==> config.mk <==
export PLATFORM = sky130hd
export DESIGN_NAME = data_path
export DESIGN_NICKNAME = d
export VERILOG_FILES = /design/src/rtl/data_path.sv
export SDC_FILE = /design/constraint.sdc
export NUM_CORES = 2
export LEC_CHECK = 0
export BUFFER_PORTS_ARGS = -buffer_cell sky130_fd_sc_hd__buf_4
export CAP_MARGIN = 20
export CORE_MARGIN = 4
export CORE_UTILIZATION = 40
export DETAILED_ROUTE_END_ITERATION = 12
export GPL_TIMING_DRIVEN = 1
export SLEW_MARGIN = 15
export SYNTH_ARGS = -nofsm -noshare
export SYNTH_HDL_FRONTEND = slang
export SYNTH_SLANG_ARGS = --single-unit
export TNS_END_PERCENT = 100
==> constraint.sdc <==
create_clock -name clk -period 27.2 [get_ports clk]
set_input_delay 5.44 -clock clk [delete_from_list [all_inputs] [get_ports clk]]
set_output_delay 5.44 -clock clk [all_outputs]
set_load 0.05 [all_outputs]
==> src/rtl/data_path.sv <==
// Single-cycle RISC-V style datapath: register file, immediate generator, ALU,
// PC sequencing and write-back select. Only the PC and registers are stateful.
module data_path (
  input  logic        clk,
  input  logic        rst_n,
  input  logic [31:0] instr,
  input  logic [31:0] readData,
  input  logic        branch,
  input  logic        jump,
  input  logic [1:0]  resultSrc,
  input  logic [2:0]  ALUControl,
  input  logic        ALUSrc,
  input  logic [1:0]  inmSrc,
  input  logic        regWrite,
  output logic [15:0] pc,
  output logic [31:0] ALUResult,
  output logic [31:0] writeData,
  output logic        zero,
  output logic [6:0]  opecode,
  output logic [2:0]  f3,
  output logic        f7
);

  logic [31:0] rf_reg [32];
  logic [15:0] pc_reg;
  logic [15:0] pc_next;
  logic [15:0] pc_plus4;
  logic [15:0] pc_target;
  logic        pc_src;
  logic [4:0]  rs1;
  logic [4:0]  rs2;
  logic [4:0]  rd;
  logic [31:0] rd1;
  logic [31:0] rd2;
  logic [31:0] imm;
  logic [31:0] src_b;
  logic [31:0] alu_out;
  logic [31:0] result;

  assign opecode = instr[6:0];
  assign f3      = instr[14:12];
  assign f7      = instr[30];
  assign rs1     = instr[19:15];
  assign rs2     = instr[24:20];
  assign rd      = instr[11:7];

  // x0 is never written, but force the zero read so it holds regardless
  assign rd1 = (rs1 == 5'd0) ? 32'd0 : rf_reg[rs1];
  assign rd2 = (rs2 == 5'd0) ? 32'd0 : rf_reg[rs2];

  always_comb begin
    imm = 32'd0;
    case (inmSrc)
      2'b00: imm = {{20{instr[31]}}, instr[31:20]};
      2'b01: imm = {{20{instr[31]}}, instr[31:25], instr[11:7]};
      2'b10: imm = {{20{instr[31]}}, instr[7], instr[30:25], instr[11:8], 1'b0};
      2'b11: imm = {{12{instr[31]}}, instr[19:12], instr[20], instr[30:21], 1'b0};
      default: imm = 32'd0;
    endcase
  end

  assign src_b = ALUSrc ? imm : rd2;

  always_comb begin
    alu_out = 32'd0;
    case (ALUControl)
      3'b000: alu_out = rd1 + src_b;
      3'b001: alu_out = rd1 - src_b;
      3'b010: alu_out = rd1 & src_b;
      3'b011: alu_out = rd1 | src_b;
      3'b100: alu_out = rd1 ^ src_b;
      3'b101: alu_out = {31'd0, $signed(rd1) < $signed(src_b)};
      3'b110: alu_out = rd1 << src_b[4:0];
      3'b111: alu_out = rd1 >> src_b[4:0];
      default: alu_out = 32'd0;
    endcase
  end

  assign ALUResult = alu_out;
  assign zero      = (alu_out == 32'd0);
  assign writeData = rd2;

  assign pc_plus4  = pc_reg + 16'd4;
  assign pc_target = pc_reg + imm[15:0];
  assign pc_src    = (branch & zero) | jump;
  assign pc_next   = pc_src ? pc_target : pc_plus4;
  assign pc        = pc_reg;

  always_comb begin
    result = alu_out;
    case (resultSrc)
      2'b00: result = alu_out;
      2'b01: result = readData;
      2'b10: result = {16'd0, pc_plus4};
      2'b11: result = imm;
      default: result = alu_out;
    endcase
  end

  always_ff @(posedge clk or negedge rst_n) begin
    if (!rst_n) begin
      pc_reg <= 16'd0;
      for (int i = 0; i < 32; i++) begin
        rf_reg[i] <= 32'd0;
      end
    end else begin
      pc_reg <= pc_next;
      if (regWrite && (rd != 5'd0)) begin
        rf_reg[rd] <= result;
      end
    end
  end

endmodule

# ---- Yosys cells after proc, flatten, opt, wreduce, memory -nomap -nowiden
# Index checks and enable logic that the tools add are counted.
dict set report totals {
  register_bits 1040
  inputBits 77
  output_inout_bits 92
  wordCells 90
}
dict set report op_classes {
  n_addsub 4
  n_lt_le_gt_ge 5
  eq_ne 13
  n_shift 2
  mux 16
  n_bitwise 8
  n_reduce_logical 9
}
# operator n
set ops {}
lappend ops {{$bwmux W1024} 1}
lappend ops {{$bmux W32 S5} 2}
lappend ops {{$mux W32} 8}
lappend ops {{$pmux W32 S4} 2}
lappend ops {{$pmux W32 S8} 1}
lappend ops {{$demux W32 S5} 1}
lappend ops {{$add A32 B32 Y32} 1}
lappend ops {{$and A32 B32 Y32} 1}
lappend ops {{$logic_not A32 Y1} 1}
lappend ops {{$lt A32 B32 Y1} 1}
lappend ops {{$or A32 B32 Y32} 1}
lappend ops {{$shl A32 B5 Y32} 1}
lappend ops {{$shr A32 B5 Y32} 1}
lappend ops {{$sub A32 B32 Y32} 1}
lappend ops {{$xor A32 B32 Y32} 1}
lappend ops {{$ge A6 B6 Y1 const B} 3}
lappend ops {{$not A5 Y6} 3}
lappend ops {{$add A16 B16 Y16} 1}
lappend ops {{$add A16 B3 Y16 const B} 1}
lappend ops {{$mux W16} 1}
lappend ops {{$eq A3 B3 Y1 const B} 4}
lappend ops {{$logic_not A5 Y1} 2}
lappend ops {{$eq A2 B2 Y1 const B} 4}
lappend ops {{$eq A3 B2 Y1 const B} 2}
lappend ops {{other kinds (9)} 12}

# ---- Depth between registers and ports, before layout
dict set report logic_depth {
  word_depth 12
  ltp_mapped 32
  depth_no_buf 23
}

# ---- Worst setup path before layout
# Ideal clock, no wire load.
dict set report synth_path {
  kind {input-to-output}
  from {in instr[20]}
  to {out zero}
  t_arrival_ns 13.161
  required_time_ns 21.760
  path_slack_ns 8.599
  path_stages 27
  path_buffers 7
  cell_sequence {buf_2 -> buf_6 -> buf_6 -> clkbuf_1 -> clkbuf_1 -> buf_1 -> mux4_2 -> mux4_2 -> mux2i_1 -> nor2_1 -> mux2i_1 -> ha_1 -> clkbuf_1 -> and3_1 -> or4b_2 -> o31a_1 -> a2bb2oi_1 -> a311oi_1 -> o21ai_0 -> o211a_1 -> nor3_1 -> nor2_1 -> o311ai_1 -> nor2_1 -> or4b_1 -> nor3_2 -> and2_1}
}
dict set report synth_via {
  elab_chain_cells 9
}
# item line_no
set synth_lines {}
lappend synth_lines {{start, declared} 6} ;# input logic [31:0] instr,
lappend synth_lines {{$not A5 Y6 (not written as such)} 49} ;# assign rd2 = (rs2 == 5'd0) ? 32'd0 : rf_reg[rs2];
lappend synth_lines {{$bmux W32 S5} 49}
lappend synth_lines {{$mux W32 (not written as such) (2 in a row)} 49}
lappend synth_lines {{$mux W32 (*)} 49}
lappend synth_lines {{via writeData[10]} 17} ;# output logic [31:0] writeData,
lappend synth_lines {{$mux W32 (*)} 62} ;# assign src_b = ALUSrc ? imm : rd2;
lappend synth_lines {{$sub A32 B32 Y32 or $add A32 B32 Y32 (tied branches)} {68, 67}}
lappend synth_lines {{$pmux W32 S8 (*)} 66} ;# case (ALUControl)
lappend synth_lines {{via ALUResult[30]} 16} ;# output logic [31:0] ALUResult,
lappend synth_lines {{$logic_not A32 Y1 (*)} 80} ;# assign zero = (alu_out == 32'd0);
lappend synth_lines {{end, declared} 18} ;# output logic zero,
# The timed path passes the listed nets; every way through them passes the cells marked *. The select of a mux whose other input is x is not followed.

# ---- Final worst setup path
dict set report layout_path {
  from {in instr[21]}
  to {out zero}
}
dict set report layout_via {
  elab_chain_cells 9
}
# item line_no
set layout_lines {}
lappend layout_lines {{$not A5 Y6 (not written as such)} 49}
lappend layout_lines {{$bmux W32 S5} 49}
lappend layout_lines {{$mux W32 (not written as such) (2 in a row)} 49}
lappend layout_lines {{$mux W32} 49}
lappend layout_lines {{$mux W32 (*)} 62}
lappend layout_lines {{$sub A32 B32 Y32 (tied with other cells)} 68} ;# 3'b001: alu_out = rd1 - src_b;
lappend layout_lines {{$pmux W32 S8 (*)} 66}
lappend layout_lines {{$logic_not A32 Y1 (*)} 80}
# Every way passes the cells marked *; elsewhere a longest branch is shown, timed or not. The select of a mux whose other input is x is not followed.

==> qor.csv <==
metric;value;unit
drt drc;0;
Seq/Total Area, Yosys;0.404;
PwrDens;83.0;nW/µm²
Main synth FF type;dfrtp_1;
post-CTS resize count;0;
Initial DRT Pass Iterations;8;
setup violators final;0;
vias in the first global route;52829;
critical path class;in -> out;
gr ovfl total;0;
# IOs;169;
outcome;finished clean;
HPWL after detailed placement;180000;µm
Slew Viols, Final;0;
unrepaired setup endpoints after global routing;no;
CTS tree;done;
clock sinks;1040;
Final Util;0.444;
Crit-path slowest cell;buf_4;
Max Freq;49.1;MHz
critical path's largest stage delay;0.81;ns
Placed Cells incl. Taps;8291;
GRT Total Usage;0.321;
Die W;409;µm
worst rel slew slack;0.0961;
final hold viol count;0;
Fin Setup TNS;0;ns
routed vias/inst;6.44;
clk_skew;0.0816;ns
dpl ws;7.17;ns
max_cap viols;0;
gpl congestion;1.05;
Yosys Warn Count;0;
Post-DRT Antenna Nets;0;
crit path max fanout;111;
Vias;54748;
GR Layer Usage met3;0.0632;
CTS root buf;clkbuf_16;
cts bufs inserted;110;
drt initial violations;7050;
Clock Latency Late Sink;0.76;ns
Initial Util;0.402;
fraction of layout cells with a size suffix above 1;0.192;
syn nets;6647;
Post-synth EDFFs;0;
Synth cell types;106;
post-CTS setup buffers;0;
Layout area overhead;10.4;%
largest net degree at the start of global routing;164;
Syn Area/Cell;9.98;µm²
post-synthesis register bit count;1040;
VDD IR-drop max;0.0566;mV
final wirelength;275000;µm
Critical Path RT;21.76;ns
hold crit path type;reg -> reg;
worst slew pin tran;1.32;ns
GR Util met1;0.433;
CTS HTree Levels;3;
min cycle time layout;20.37;ns
IO Port Bufs;154;
final instance area;71100;µm²
Setup crit start kind;primary input;
Post-Syn Instances;6454;
global-route wire length before repair;392000;µm
core area;160000;µm²
met2 Use GR;0.490;
final hold slack;0.379;ns
most used routing layer in global routing;met2;
CP dominant cell by count;nor2_1;
Clock transition at path regs;0.06;ns
standard-cell row count;147;
die area;168000;µm²
critical-path cell list;buf_8, buf_12, buf_4, mux4_2, mux4_2, mux2i_1, nor2_1, mux2i_1, ha_1, and3_1, or4b_2, o31a_1, a2bb2oi_1, a311oi_1, o21ai_0, o211a_1, nor3_1, nor2_1, o311ai_1, nor2_1, or4b_1, nor3_2, and2_1, buf_4;
Leak Pwr;30.3;nW
Avg WL per Cell;32.3;µm
Layout Cells excl Fill;8507;
PnR Total Power;5.90;mW
# hold bufs at CTS;0;
max reg flops;1024;
largest buffer count on any clock path;3;
Critical Path End Type;output port;
Mapped Area;64400;µm²
asr flop ratio synth;1.00;
Area after DPL;67200;µm²
Nets;6439;
Arr. time, crit path;14.93;ns
post-layout worst setup margin;6.83;ns
initial antenna violation count;4;
final period utilization;0.749;
Die Y;409;µm
==> where the power goes <==
part           internal (mW)  total (mW)  switching, mW
logic                  0.825        2.09           1.26
clock network          0.935        1.61          0.678
registers               1.90        2.20          0.299
total                   3.66        5.90           2.24
==> worst paths after layout <==
kind | endpoint | slack, ns | cells after the start | from
min | rf_reg[1021]$_DFFE_PN0P_ | 0.38 | 0 | rf_reg[1021]$_DFFE_PN0P_
max | zero | 6.83 | 24 | instr[21]
min reg2reg | rf_reg[1021]$_DFFE_PN0P_ | 0.38 | 0 | rf_reg[1021]$_DFFE_PN0P_
max reg2reg | pc[3]$_DFF_PN0_ | 18.70 | 22 | rf_reg[640]$_DFFE_PN0P_
max in group asynchronous | rf_reg[390]$_DFFE_PN0P_ | 19.28 | 4 | rst_n
min in group asynchronous | rf_reg[991]$_DFFE_PN0P_ | 4.75 | 1 | rst_n
==> area by class of cell <==
cell class / instances / area (µm²)
flip-flops and latches: 1040 / 26000
diodes: 6 / 15.0
clock inverters: 53 / 723
clock buffers: 154 / 3140
repair buffers: 327 / 2590
fillers: 15215 / 89200
inverters: 137 / 517
multi-input cells: 4630 / 35400
well taps: 2160 / 2700
==> logic make-up after synthesis <==
| logic type | Yosys count | synth area share |
|---|---|---|
| XOR/XNOR | 55 | 0.00748 |
| adder cells (fa/ha/maj) | 116 | 0.0229 |
| flip-flops | 1040 | 0.404 |
| AO/OA/AOI/OAI | 1790 | 0.164 |
| multiplexers | 864 | 0.230 |
| buffers and inverters | 784 | 0.0534 |
| AND/OR/NAND/NOR | 1805 | 0.119 |
==> synthesized netlist by cell type (all sizes together) (113+ instances only) <==
library cell / n / share of area
clkbuf: 466 / 0.027
inv: 135 / 0.0079
nand2: 687 / 0.040
mux2i: 286 / 0.045
nor2: 724 / 0.042
o21ai: 607 / 0.047
mux4: 476 / 0.17
dfrtp: 1040 / 0.40
buf: 181 / 0.018
nand3: 128 / 0.0099
a21oi: 637 / 0.050
ha: 113 / 0.022
==> critical path: cells and delay by family <==
family	cells	cell delay (ns)
and+or+nand+nor	9	2.19
muxes	4	1.88
buffers and inverters	4	2.18
adders and majority gates	1	0.47
AOI/OAI and AO/OA	6	2.09
==> metal layers <==
layer / wire length [µm] / share of wire
met4: 17500 / 0.064
met3: 24800 / 0.090
met1: 110000 / 0.40
met5: 8 / 0.000029
met2: 122000 / 0.45
==> cell usage in the layout (no fill, tap or decap), drive strengths merged, types with 113 or more instances in the layout <==
master,count
a21oi,637
buf,325
clkbuf,156
dfrtp,1040
ha,113
inv,141
mux2i,286
mux4,476
nand2,687
nand3,128
nor2,724
o21ai,607
No activity file was read; power rests on OpenSTA's default activity.
